**config.mk**
```make
export PLATFORM = sky130hd
export DESIGN_NAME = mem_stage_unit
export DESIGN_NICKNAME = d
export VERILOG_FILES = /design/src/rtl/cpu_pkg.sv /design/src/rtl/mem_stage_unit.sv
export SDC_FILE = /design/constraint.sdc
export NUM_CORES = 1
export LEC_CHECK = 0
export CAP_MARGIN = 0
export CELL_PAD_IN_SITES_DETAIL_PLACEMENT = 0
export CELL_PAD_IN_SITES_GLOBAL_PLACEMENT = 2
export CORE_UTILIZATION = 24
export DETAILED_ROUTE_END_ITERATION = 8
export PLACE_DENSITY = 0.76
export SKIP_CTS_REPAIR_TIMING = 1
export SYNTH_ARGS = -nofsm -noshare
export SYNTH_HDL_FRONTEND = slang
export SYNTH_SLANG_ARGS = --single-unit
```
**constraint.sdc**
```tcl
create_clock -name CLK -period 2.01 [get_ports CLK]
set_clock_uncertainty 0.1 [all_clocks]
set_input_delay 0.402 -clock CLK [delete_from_list [all_inputs] [get_ports CLK]]
set_output_delay 0.402 -clock CLK [all_outputs]
set_load 0.02 [all_outputs]
```
**src/rtl/cpu_pkg.sv**
```systemverilog
// Shared definitions for the 16-bit pipelined CPU: control-field bit positions,
// default datapath widths and the memory-stage state encoding.
package cpu_pkg;

    localparam int REG_WIDTH    = 16;
    localparam int ADDR_BITS    = 3;
    localparam int CONTROL_BITS = 4;

    localparam int CTRL_MEMREAD  = 0;
    localparam int CTRL_MEMWRITE = 1;
    localparam int CTRL_REGWRITE = 2;
    localparam int CTRL_MEMTOREG = 3;

    typedef enum logic {
        ST_IDLE = 1'b0,
        ST_BUSY = 1'b1
    } mem_state_e;

endpackage

```
**src/rtl/mem_stage_unit.sv**
```systemverilog
// Memory-access stage: ALU results pass straight to MEM/WB; loads and stores hold
// the pipeline through a req/ack handshake guarded by a watchdog with a sticky error.
module mem_stage_unit
    import cpu_pkg::*;
#(
    parameter int RegWidth      = REG_WIDTH,
    parameter int AddrBits      = ADDR_BITS,
    parameter int ControlBits   = CONTROL_BITS,
    parameter int TimeoutCycles = 15
) (
    input  logic                   CLK,
    input  logic                   RST,
    input  logic                   Valid_In,
    input  logic [ControlBits-1:0] Control_In,
    input  logic [RegWidth-1:0]    ALUOut_In,
    input  logic [RegWidth-1:0]    MemData_In,
    input  logic [AddrBits-1:0]    DestReg_In,
    output logic                   Stall,
    output logic                   Mem_Req,
    output logic                   Mem_We,
    output logic [RegWidth-1:0]    Mem_Addr,
    output logic [RegWidth-1:0]    Mem_WData,
    input  logic [RegWidth-1:0]    Mem_RData,
    input  logic                   Mem_Ack,
    output logic                   WB_Valid,
    output logic                   WB_RegWrite,
    output logic [AddrBits-1:0]    WB_DestReg,
    output logic [RegWidth-1:0]    WB_Data,
    output logic                   Mem_Err
);

    localparam logic [7:0] CntLimit = 8'(TimeoutCycles - 1);

    mem_state_e             state_q, state_d;
    logic [ControlBits-1:0] ctrl_q, ctrl_d;
    logic [RegWidth-1:0]    addr_q, addr_d;
    logic [RegWidth-1:0]    wdata_q, wdata_d;
    logic [AddrBits-1:0]    dest_q, dest_d;
    logic [7:0]             cnt_q, cnt_d;
    logic                   wb_valid_q, wb_valid_d;
    logic                   wb_rw_q, wb_rw_d;
    logic [AddrBits-1:0]    wb_dest_q, wb_dest_d;
    logic [RegWidth-1:0]    wb_data_q, wb_data_d;
    logic                   err_q, err_d;

    logic in_is_mem;
    logic lat_is_load;

    assign in_is_mem   = Control_In[CTRL_MEMREAD] | Control_In[CTRL_MEMWRITE];
    // A store wins when both bits are set, so only a pure read may return memory data.
    assign lat_is_load = ctrl_q[CTRL_MEMREAD] & ~ctrl_q[CTRL_MEMWRITE]
                       & ctrl_q[CTRL_MEMTOREG];

    always_comb begin
        // NOTE: every signal gets a default before the case so no path leaves it
        // unassigned; an incomplete assignment here would infer a latch.
        state_d    = state_q;
        ctrl_d     = ctrl_q;
        addr_d     = addr_q;
        wdata_d    = wdata_q;
        dest_d     = dest_q;
        cnt_d      = cnt_q;
        wb_valid_d = 1'b0;
        wb_rw_d    = wb_rw_q;
        wb_dest_d  = wb_dest_q;
        wb_data_d  = wb_data_q;
        err_d      = err_q;

        unique case (state_q)
            ST_IDLE: begin
                if (Valid_In) begin
                    if (in_is_mem) begin
                        ctrl_d  = Control_In;
                        addr_d  = ALUOut_In;
                        wdata_d = MemData_In;
                        dest_d  = DestReg_In;
                        cnt_d   = 8'd0;
                        state_d = ST_BUSY;
                    end else begin
                        wb_valid_d = 1'b1;
                        wb_rw_d    = Control_In[CTRL_REGWRITE];
                        wb_dest_d  = DestReg_In;
                        wb_data_d  = ALUOut_In;
                    end
                end
            end
            ST_BUSY: begin
                // Ack is tested first so a completion on the watchdog's last cycle still retires cleanly.
                if (Mem_Ack) begin
                    wb_valid_d = 1'b1;
                    wb_rw_d    = ctrl_q[CTRL_REGWRITE];
                    wb_dest_d  = dest_q;
                    wb_data_d  = lat_is_load ? Mem_RData : addr_q;
                    state_d    = ST_IDLE;
                end else if (cnt_q == CntLimit) begin
                    wb_valid_d = 1'b1;
                    wb_rw_d    = 1'b0;
                    wb_dest_d  = dest_q;
                    err_d      = 1'b1;
                    state_d    = ST_IDLE;
                end else begin
                    cnt_d = cnt_q + 8'd1;
                end
            end
            default: state_d = ST_IDLE;
        endcase
    end

    // NOTE: sequential state uses non-blocking assignment so every register samples
    // the pre-edge values regardless of statement order.
    always_ff @(posedge CLK or negedge RST) begin
        if (!RST) begin
            state_q    <= ST_IDLE;
            ctrl_q     <= '0;
            addr_q     <= '0;
            wdata_q    <= '0;
            dest_q     <= '0;
            cnt_q      <= '0;
            wb_valid_q <= 1'b0;
            wb_rw_q    <= 1'b0;
            wb_dest_q  <= '0;
            wb_data_q  <= '0;
            err_q      <= 1'b0;
        end else begin
            state_q    <= state_d;
            ctrl_q     <= ctrl_d;
            addr_q     <= addr_d;
            wdata_q    <= wdata_d;
            dest_q     <= dest_d;
            cnt_q      <= cnt_d;
            wb_valid_q <= wb_valid_d;
            wb_rw_q    <= wb_rw_d;
            wb_dest_q  <= wb_dest_d;
            wb_data_q  <= wb_data_d;
            err_q      <= err_d;
        end
    end

    // Handshake outputs decode registered state only, keeping inputs off the stall path.
    assign Stall       = (state_q == ST_BUSY);
    assign Mem_Req     = (state_q == ST_BUSY);
    assign Mem_We      = ctrl_q[CTRL_MEMWRITE];
    assign Mem_Addr    = addr_q;
    assign Mem_WData   = wdata_q;
    assign WB_Valid    = wb_valid_q;
    assign WB_RegWrite = wb_rw_q;
    assign WB_DestReg  = wb_dest_q;
    assign WB_Data     = wb_data_q;
    assign Mem_Err     = err_q;

endmodule

```
Word-level counts from Yosys, hierarchy flattened. Cells that the tools add are included.

Input bits: 59. Register bits after elaboration: 70.

Equality and inequality tests: 8. Reduce and logical (&&, ||, !) cells: 5. Bitwise operators: 6. Multiplexer cells: 30. Add/subtract/negate cells: 1.

Operators by type and width (number): two-way mux 16 bit (4); two-way mux 8 bit (4); case mux 16 bit (2 select lines) (1); case mux 8 bit (2 select lines) (1); two-way mux 1 bit (12); two-way mux 3 bit (4); inequality test 2 bit, second input constant (6); AND reduction 3 bit (4); adder 8 x 1 -> 8 bit, second input constant (1); == test 8 x 4 -> 1 bit, second input constant (1); case mux 1 bit (2 select lines) (3); case mux 3 bit (2 select lines) (1); AND reduction 4 bit (1); inequality test 3 x 2 -> 1 bit, second input constant (1); NOT 1 bit (3); AND 1 bit (2); bitwise OR 1 bit (1).

Depth between registers and ports, before layout. Gate-level depths: netlist (run 1).

Depth after elaboration: 6. Gate-level depth with buffers: 8. Gate-level depth less buffers: 7.

Worst setup path after synthesis (run 1). Ideal clock, no wire load.

Kind: register -> register. From: register state_q (netlist: Mem_Req). To: register wdata_q[10] (netlist: Mem_WData[10]). Setup time: 0.125 ns. Data required time: 1.785 ns. Arrival: 1.747 ns. Setup slack: 0.038 ns. Stages on the path, launching flop included: 7. Buffers on the path: 3. Clock period less this slack: 1.972 ns. Cells stage by stage: dfrtp_1 clkbuf_1 nor2b_1 o21a_1 buf_2 buf_2 mux2_2.

Cells in the longest elaborated chain, start to end: 2.

Ends and longest elaborated chain: from (decl) (RTL line mem_stage_unit.sv:34) `mem_state_e state_q, state_d;`; from (signal assigned) (RTL line mem_stage_unit.sv:125) `state_q <= state_d;`; NOT 1 bit (no line); AND reduction 3 bit (no line); to (signal assigned) (RTL line mem_stage_unit.sv:128) `wdata_q <= wdata_d;`; to (decl) (RTL line mem_stage_unit.sv:37) `logic [RegWidth-1:0] wdata_q, wdata_d;`.

No other way between the ends. A chain may end at the register's enable or synchronous reset.

Final worst setup path (run 1).
From: register cnt_q[0]. To: register wb_dest_q[2] (netlist: WB_DestReg[2]).

Cells in the longest elaborated chain, start to end: 3.

Ends and longest elaborated chain: from (decl) (RTL line mem_stage_unit.sv:39) `logic [7:0] cnt_q, cnt_d;`; from (signal assigned) (RTL line mem_stage_unit.sv:130) `cnt_q <= cnt_d;`; == test 8 x 4 -> 1 bit (RTL line mem_stage_unit.sv:95) `end else if (cnt_q == CntLimit) begin`; inequality test 3 x 2 -> 1 bit (no line); AND reduction 3 bit (no line); to (signal assigned) (RTL line mem_stage_unit.sv:133) `wb_dest_q <= wb_dest_d;`; to (decl) (RTL line mem_stage_unit.sv:42) `logic [AddrBits-1:0] wb_dest_q, wb_dest_d;`.

No other way between the ends.

==> results of run 1 <==
-- metal layers --
layer	vias to the layer above	wire length [um]	GRT usage [%]	share of wire, %
met5	-	0	0	0
met4	0	106	4.810	1.2
met3	9	743	5.613	8.2
met2	91	4224	20.36	47
met1	1300	3990	16.83	44
li1	1281	-	-	-
-- flip-flops by register name (all words and copies together) (netlist names) --
register,flops
Mem_Req,1
cnt_q,8
ctrl_q,4
WB_RegWrite,1
Mem_Addr,16
dest_q,3
WB_Valid,1
Mem_WData,16
Mem_Err,1
WB_Data,16
WB_DestReg,3
-- per-stage QoR --
step           area, um2  setup slack [ns]
2_1_floorplan       3177           0.03815
3_3_place_gp        4662           -0.3141
3_5_place_dp        4662           -0.3315
4_1_cts             4966           -0.1407
5_1_grt             5055           -0.1204
6_report            5055          -0.07315
-- power groups by stage --
stage	Combinational, uW	Clock (uW)	Sequential, uW
after global placement	1880	0	1970
after CTS	1900	1700	1960
after detailed placement	1890	0	1980
after global routing	2060	1750	2010
final	1920	1650	1960
after floorplan	562	0	2320
-- worst max-delay path: cells and delay by family, from the launching register on --
family | cells | cell delay (ns)
fa+ha+maj | 1 | 0.12
compound gates | 1 | 0.22
mux | 1 | 0.34
simple gates | 2 | 0.70
flops | 1 | 0.39
buf+inv | 1 | 0.08
-- path summary, 6_finish.rpt --
check	start	endpoint	slack [ns]	cells past startpoint
worst max-delay path	cnt_q[0]	WB_DestReg[2]	-0.07	6
worst min-delay path	RST	ctrl_q[1]	-0.01	1
worst max register to register	cnt_q[0]	WB_DestReg[2]	-0.07	6
worst min register to register	WB_Data[7]	WB_Data[7]	0.38	1
max in group asynchronous	RST	Mem_Addr[7]	1.26	2
min in group CLK	WB_Data[7]	WB_Data[7]	0.38	1
-- logic make-up (layout without fill, tap and decap cells) --
family / after synthesis / after routing / synth area share, %
simple gates: 99 / 99 / 14.14
flops: 70 / 70 / 55.14
compound gates: 56 / 57 / 12.76
mux: 42 / 42 / 14.26
buf+inv: 21 / 159 / 2.915
fa+ha+maj: 2 / 2 / 0.7876
-- final cells by class --
cell class                      count  area, um2
Clock inverter                      5      75.07
Timing Repair Buffer              141       1369
Clock buffer                       10      229.0
Tap cell                          172      215.2
Fill cell                        1234       7719
Multi-Input combinational cell    200       1400
Inverter                            3      13.76
Sequential cell                    70       1753
-- cells in the final DEF, fill, tap and decap left out, drive strengths merged --
| cell type | instances |
|---|---|
| clkbuf | 10 |
| ha | 2 |
| nor2b | 2 |
| a21o | 18 |
| nor3 | 1 |
| mux2i | 16 |
| a21oi | 6 |
| bufinv | 2 |
| a31oi | 4 |
| nor4b | 3 |
| or2 | 1 |
| o21a | 1 |
| nand3 | 4 |
| dfrtp | 70 |
| inv | 3 |
| nand2 | 61 |
| nand3b | 1 |
| o31a | 1 |
| clkdlybuf4s50 | 114 |
| o31ai | 1 |
| or4b | 1 |
| nor3b | 1 |
| buf | 27 |
| o22a | 1 |
| nor2 | 20 |
| clkinv | 3 |
| and3 | 2 |
| o21ai | 7 |
| nand4 | 1 |
| a211oi | 16 |
| mux2 | 26 |
| nand2b | 1 |
| a211o | 2 |
==> reports/metrics.csv, run 1 <==
metric,value,unit
RSZ-0062 raised after global routing,true,
Syn Std Cell Area,3177,um2
Num CTS Buffers,9,
status,finished with violations,
Boundary Pins,116,
synth top area cells,"dfrtp_1 (55%), mux2_2 (7.8%), nand2_1 (7.2%)",
via count,2681,
Setup Viol. Count Final,5,
Crit Path Category,reg -> reg,
wire per inst,15.08,um
PwrDens,1094,nW/um2
Clk Tree Root Cell,clkbuf_16,
Area growth syn-to-layout,59.12,%
"Hold Violations, Final",20,
Post-synth top flop,dfrtp_1,
clock latency on the worst-skew pair,0.33,ns
initial antenna violation count,0,
# DRC,0,
IO Port Bufs,115,
Routed Antenna Nets,0,
post-DP HPWL,6.242,mm
crit-path cells,"inv_2, ha_4, or4b_4, nor3_4, o22a_4, mux2_1",
Vias/cell,4.461,
routability cong.,0.7499,
fin nets,486,
fmax,480.0,MHz
Synth top cells by count,"dfrtp_1 (70), nand2_1 (61), mux2_2 (22)",
WP data required,2.12,ns
clock tree buffer depth,2,
worst slew pin tran,0.8410,ns
die area,13700,um2
Worst Hold Class,in -> async,
max_cap viols,0,
Relative slew margins,43.93,%
Pins Over Slew Limit,0,
Post-Layout Cell Count,601,
minimum clock period,2.083,ns
mean post-synth cell area,10.95,um2
core area,12770,um2
Std-Cell Rows,41,
switching share of power,31.07,%
synth warn,0,
crit start category,register,
violated checks,"negative hold slack, negative setup slack",
dpl cells,580,
"count leader, synth",dfrtp_1,
Lkg Pwr,0.002355,uW
CTS tree,yes,
Clk pwr share,29.8,%
biggest cell delay along the critical path,0.50,ns
# H-tree levels,3,
Synth top area share,55.14,%
Sink Count,70,
die width,117.1,um
final WL,9.064,mm
sequential area share after synthesis,55.14,%
clock-pin slew on the worst setup and hold paths,0.06,ns
switching power,1718,uW
Antenna Cells,0,
first-pass GRT wire length,13.56,mm
cells after synthesis,290,
share of power burned in registers,35.5,%
Netlist cell types,35,
crit-path max FO,5,
VDD IR max,0.5860,mV
GRT Resource Usage Total,13.32,%
Internal,3813,uW
fin crit share,103.6,%
syn_nets,351,
CP endpoint kind,register,
Post-synth EDFFs,0,
post-synth top area cell,dfrtp_1,
logic gate share of total power,34.7,%
Initial Utilization,24.87,%
slowest cell on the critical path,or4b_4,
"FFs w/ async S/R, synth",100.0,%
Tot Pwr,5531,uW
worst hold slack,-0.01363,ns
die height,117.1,um
initial DRC count,106,
largest net degree at the start of global routing,45,
total grt overflow,0,
layout cells sized above 1,18.65,%
Worst Path Arrival,2.19,ns
post-synthesis register bit count,70,
DR pass1 iterations,4,
vias in the first global route,2662,
final worst setup slack,-0.07315,ns
setup tns final,-0.2275,ns
post-layout util,39.57,%
(Power assumes the default switching activity.)
==> run 2: changes to the inputs <==
--- a/config.mk
+++ b/config.mk
@@ -11,6 +11,7 @@
 export CORE_UTILIZATION = 24
 export DETAILED_ROUTE_END_ITERATION = 8
 export PLACE_DENSITY = 0.76
+export SETUP_SLACK_MARGIN = 0.1
 export SKIP_CTS_REPAIR_TIMING = 1
 export SYNTH_ARGS = -nofsm -noshare
 export SYNTH_HDL_FRONTEND = slang
==> reports/metrics.csv, run 2 (synthesis results as in run 1) <==
metric,value,unit,change
clock-pin slew on the worst setup and hold paths,0.06,ns,about the same
Reg area,1753,um2,unchanged
largest net degree at the start of global routing,54,,was 45
WP data required,2.12,ns,about the same
share of power burned in registers,34.4,%,was 35.5%
IO Port Bufs,115,,unchanged
reg2reg end,WB_RegWrite,,was WB_DestReg[2]
FILL cells,1226,,was 1234
worst hold slack,0.3627,ns,was -0.01363 ns
fin crit share,103.4,%,was 103.6%
Relative slew margins,65.19,%,was 43.93%
fin nets,488,,was 486
reg2reg start,cnt_q[0],,unchanged
minimum clock period,2.079,ns,was 2.083 ns
logic gate share of total power,34.4,%,was 34.7%
fmax,480.9,MHz,was 480.0 MHz
initial DRC count,96,,was 106
R2R depth,6,,unchanged
post-route cell area,5185,um2,was 5055 um2
Boundary Pins,116,,unchanged
clock tree buffer depth,2,,unchanged
Num CTS Buffers,9,,unchanged
crit-path max FO,5,,unchanged
Crit path buffers/inverters,1,,unchanged
final worst setup slack,-0.06934,ns,was -0.07315 ns
RSZ-0062 raised after global routing,true,,unchanged
Crit Path Category,reg -> reg,,unchanged
# H-tree levels,3,,unchanged
crit-path cells,"inv_2, ha_4, or4b_4, nor3_4, o22a_2, mux2_1",,"was inv_2, ha_4, or4b_4, nor3_4, o22a_4, mux2_1"
Clk pwr share,31.1,%,was 29.8%
VDD IR max,0.5788,mV,was 0.5860 mV
Lkg Pwr,0.002426,uW,was 0.002355 uW
Internal,3960,uW,was 3813 uW
total grt overflow,0,,unchanged
CP endpoint kind,register,,unchanged
Worst Path Arrival,2.19,ns,about the same
"Hold Violations, Final",0,,was 20
layout cells sized above 1,20.14,%,was 18.65%
CTS tree,yes,,unchanged
Hold Path End,Mem_Err,,
biggest cell delay along the critical path,0.49,ns,was 0.50 ns
Clk Tree Root Cell,clkbuf_16,,unchanged
via count,2661,,was 2681
worst slew pin tran,0.5221,ns,was 0.8410 ns
worst reg-to-reg setup slack,-0.07,ns,about the same
Placed Area,4707,um2,was 4662 um2
Post-Layout Cell Count,604,,was 601
Pins Over Slew Limit,0,,unchanged
status,finished with violations,,unchanged
GRT Resource Usage Total,12.93,%,was 13.32%
initial antenna violation count,0,,unchanged
Crit path max-delay family,simple AND/OR/NAND/NOR gates,,unchanged
area occupied by multi-input gates,1413,um2,was 1400 um2
Area growth syn-to-layout,63.21,%,was 59.12%
die area,13700,um2,unchanged
crit start category,register,,unchanged
vias in the first global route,2642,,was 2662
switching share of power,30.40,%,was 31.07%
Initial Utilization,24.87,%,unchanged
Antenna Cells,0,,unchanged
Routed Antenna Nets,0,,unchanged
die height,117.1,um,unchanged
"commonest non-fill, non-tap cell in the layout",clkdlybuf4s50_1,,unchanged
setup tns final,-0.2388,ns,was -0.2275 ns
max_cap viols,0,,unchanged
routability cong.,0.7267,,was 0.7499
Sink Count,70,,unchanged
final WL,8.679,mm,was 9.064 mm
clock latency on the worst-skew pair,0.33,ns,about the same
pre-CTS setup slack,-0.3012,ns,was -0.3315 ns
DR pass1 iterations,4,,unchanged
switching power,1730,uW,was 1718 uW
PwrDens,1097,nW/um2,was 1094 nW/um2
Std-Cell Rows,41,,unchanged
HP Start,Mem_Err,,
Hold Path Depth,1,,
violated checks,negative setup slack,,"was negative hold slack, negative setup slack"
die width,117.1,um,unchanged
Worst Hold Class,reg -> reg,,was in -> async
Setup Viol. Count Final,5,,unchanged
wire per inst,14.37,um,was 15.08 um
Vias/cell,4.406,,was 4.461
post-DP HPWL,6.065,mm,was 6.242 mm
slowest cell on the critical path,or4b_4,,unchanged
first-pass GRT wire length,13.19,mm,was 13.56 mm
dpl cells,582,,was 580
core area,12770,um2,unchanged
most frequent cells in the layout,"clkdlybuf4s50_1 (112), dfrtp_1 (69), nand2_1 (61), mux2_2 (22), buf_4 (22)",,"was clkdlybuf4s50_1 (114), dfrtp_1 (69), nand2_1 (61), buf_4 (25), mux2_2 (22)"
# DRC,0,,unchanged
==> run 2: through the flow <==
step / total power (uW) / util [%]
6_report: 5690 / 40.59
5_1_grt: 6006 / 40.59
4_1_cts: 5717 / 39.48
3_5_place_dp: 3908 / 36.85
3_3_place_gp: 3885 / 36.85
2_1_floorplan: 2890 / -
==> run 2: worst max-delay path by stage <==
stage | slack, ns | end | start | cells after the start
2_1_floorplan | 0.09 | WB_DestReg[0] | cnt_q[0] | 6
3_3_place_gp | -0.31 | WB_DestReg[1] | Control_In[1] | 6
3_5_place_dp | -0.30 | WB_RegWrite | Control_In[1] | 6
4_1_cts | -0.15 | Mem_Req | Mem_Req | 2
5_1_grt | -0.15 | WB_DestReg[2] | cnt_q[0] | 6
6_report | -0.07 | WB_RegWrite | cnt_q[0] | 6
==> run 2: cell type report <==
cell class	count	area share [%]
Sequential cell	70	33.81
Timing Repair Buffer	144	28.02
Multi-Input combinational cell	199	27.24
Clock buffer	13	5.212
Tap cell	172	4.151
Clock inverter	3	1.255
Inverter	3	0.3137
==> run 2: per-layer routing <==
| layer | up-vias | share of wire (%) | GRT usage, % |
|---|---|---|---|
| met5 | - | 0 | 0 |
| met4 | 0 | 0.78 | 4.810 |
| met3 | 6 | 9.2 | 5.510 |
| met2 | 109 | 45 | 20.00 |
| met1 | 1257 | 45 | 16.04 |
| li1 | 1289 | - | - |
==> run 2: power by group through the flow <==
stage | logic (uW) | registers, uW | clock network, uW
global placement | 1910 | 1980 | 0
finish | 1960 | 1960 | 1770
global route | 2110 | 2010 | 1890
CTS | 1930 | 1960 | 1820
detailed placement | 1920 | 1990 | 0
floorplan | 566 | 2320 | 0
==> run 3: changes to the inputs <==
--- a/config.mk
+++ b/config.mk
@@ -10,6 +10,7 @@
 export CELL_PAD_IN_SITES_GLOBAL_PLACEMENT = 2
 export CORE_UTILIZATION = 24
 export DETAILED_ROUTE_END_ITERATION = 8
+export GPL_TIMING_DRIVEN = 0
 export PLACE_DENSITY = 0.76
 export SETUP_SLACK_MARGIN = 0.1
 export SKIP_CTS_REPAIR_TIMING = 1
==> reports/metrics.csv, run 3 (synthesis results as in run 1) <==
metric,value,unit,change
routability cong.,0.7573,,was 0.7267
die height,117.1,um,unchanged
violated checks,negative setup slack,,unchanged
CTS tree,yes,,unchanged
Crit Path Category,reg -> reg,,unchanged
Lkg Pwr,0.002372,uW,was 0.002426 uW
minimum clock period,2.039,ns,was 2.079 ns
die area,13700,um2,unchanged
die width,117.1,um,unchanged
crit path from,cnt_q[0],,unchanged
post-DP HPWL,6.649,mm,was 6.065 mm
Routed Antenna Nets,0,,unchanged
Vias/cell,4.463,,was 4.406
core area,12770,um2,unchanged
"commonest non-fill, non-tap cell in the layout",clkdlybuf4s50_1,,unchanged
clock-pin slew on the worst setup and hold paths,0.06,ns,about the same
largest net degree at the start of global routing,50,,was 54
Sink Count,70,,unchanged
crit-path cells,"inv_2, ha_1, or4b_4, nor3_4, o22a_4, mux2_4",,"was inv_2, ha_4, or4b_4, nor3_4, o22a_2, mux2_1"
# DRC,0,,unchanged
Crit path buffers/inverters,1,,unchanged
WP data required,2.13,ns,was 2.12 ns
status,finished with violations,,unchanged
initial DRC count,105,,was 96
Crit path max-delay family,simple AND/OR/NAND/NOR gates,,unchanged
Worst Path Arrival,2.15,ns,was 2.19 ns
HP Start,Mem_Err,,unchanged
vias in the first global route,2740,,was 2642
Num CTS Buffers,9,,unchanged
fin crit share,101.4,%,was 103.4%
post-layout util,39.45,%,was 40.59%
clock latency on the worst-skew pair,0.33,ns,about the same
clock tree buffer depth,2,,unchanged
Boundary Pins,116,,unchanged
CP endpoint kind,register,,unchanged
first-pass GRT wire length,14.31,mm,was 13.19 mm
FILL cells,1236,,was 1226
final WL,9.447,mm,was 8.679 mm
Post-Layout Cell Count,600,,was 604
reg2reg start,cnt_q[0],,unchanged
IO Port Bufs,115,,unchanged
Setup Viol. Count Final,10,,was 5
biggest cell delay along the critical path,0.50,ns,was 0.49 ns
fmax,490.4,MHz,was 480.9 MHz
Clk Tree Root Cell,clkbuf_16,,unchanged
Pins Over Slew Limit,0,,unchanged
dpl cells,578,,was 582
crit-path max FO,5,,unchanged
final worst setup slack,-0.02901,ns,was -0.06934 ns
layout cells sized above 1,18.46,%,was 20.14%
most frequent cells in the layout,"clkdlybuf4s50_1 (112), dfrtp_1 (70), nand2_1 (61), mux2_2 (22), nor2_1 (19)",,"was clkdlybuf4s50_1 (112), dfrtp_1 (69), nand2_1 (61), mux2_2 (22), buf_4 (22)"
Initial Utilization,24.87,%,unchanged
Antenna Cells,0,,unchanged
crit start category,register,,unchanged
# H-tree levels,3,,unchanged
Area growth syn-to-layout,58.61,%,was 63.21%
slowest cell on the critical path,or4b_4,,unchanged
Worst Hold Class,reg -> reg,,unchanged
total grt overflow,0,,unchanged
VDD IR max,0.7297,mV,was 0.5788 mV
initial antenna violation count,0,,unchanged
"Hold Violations, Final",0,,unchanged
Std-Cell Rows,41,,unchanged
worst hold slack,0.3732,ns,was 0.3627 ns
worst slew pin tran,0.5697,ns,was 0.5221 ns
max_cap viols,0,,unchanged
Relative slew margins,62.02,%,was 65.19%
fin nets,484,,was 488
RSZ-0062 raised after global routing,true,,unchanged
DR pass1 iterations,4,,unchanged
PwrDens,1094,nW/um2,was 1097 nW/um2
via count,2678,,was 2661
GRT Resource Usage Total,14.20,%,was 12.93%
wire per inst,15.75,um,was 14.37 um
[run 3: changes by cell type in the layout (fill, tap and decap cells not counted), sizes merged]
cell and delta:
clkinv +3, buf -15, bufinv -1, clkbuf +8
clkinvlp +1
[run 3: layout make-up]
class	instances	area, um2	share of cell area, %
Inverter	3	13.76	0.2732
Timing Repair Buffer	122	1229	24.39
Sequential cell	70	1752	34.77
Clock inverter	6	61.31	1.217
Clock buffer	10	239.0	4.743
Buffer	18	125.1	2.483
Multi-Input combinational cell	199	1404	27.86
Tap cell	172	215.2	4.271
[run 3: layer usage]
metal / GRT usage (%) / vias to the layer above / part of all wire (%)
met3: 6.282 / 8 / 7.9
met1: 17.65 / 1300 / 45
met2: 22.60 / 99 / 46
li1: - / 1271 / -
met4: 3.460 / 0 / 0.87
met5: 0 / - / 0
[run 3: final timing paths]
path                       cells past startpoint  slack [ns]            end
max                                            6       -0.03  WB_DestReg[0]
min                                            1        0.37        Mem_Err
max reg2reg                                    6       -0.03  WB_DestReg[0]
min reg2reg                                    1        0.37        Mem_Err
max in group asynchronous                      3        0.83     WB_Data[3]
min in group asynchronous                      2        0.42      ctrl_q[0]
[run 3: metrics by stage]
step | worst slack [ns] | instance area (um2) | setup TNS, ns | total power, uW
6_report | -0.02901 | 5039 | -0.2340 | 5514
5_1_grt | -0.1027 | 5039 | -1.000 | 5833
4_1_cts | -0.4949 | 4876 | -9.034 | 5514
3_5_place_dp | -0.8532 | 4576 | -24.25 | 3870
3_3_place_gp | -2.323 | 4551 | -185.77 | 3840
2_1_floorplan | 0.09499 | 3184 | 0 | 2890
[run 3: power breakdown]
group / total [uW] / switching (uW) / internal [uW]
combinational: 1950 / 947 / 1010
sequential: 1950 / 206 / 1750
clock: 1610 / 617 / 989
total: 5510 / 1770 / 3740
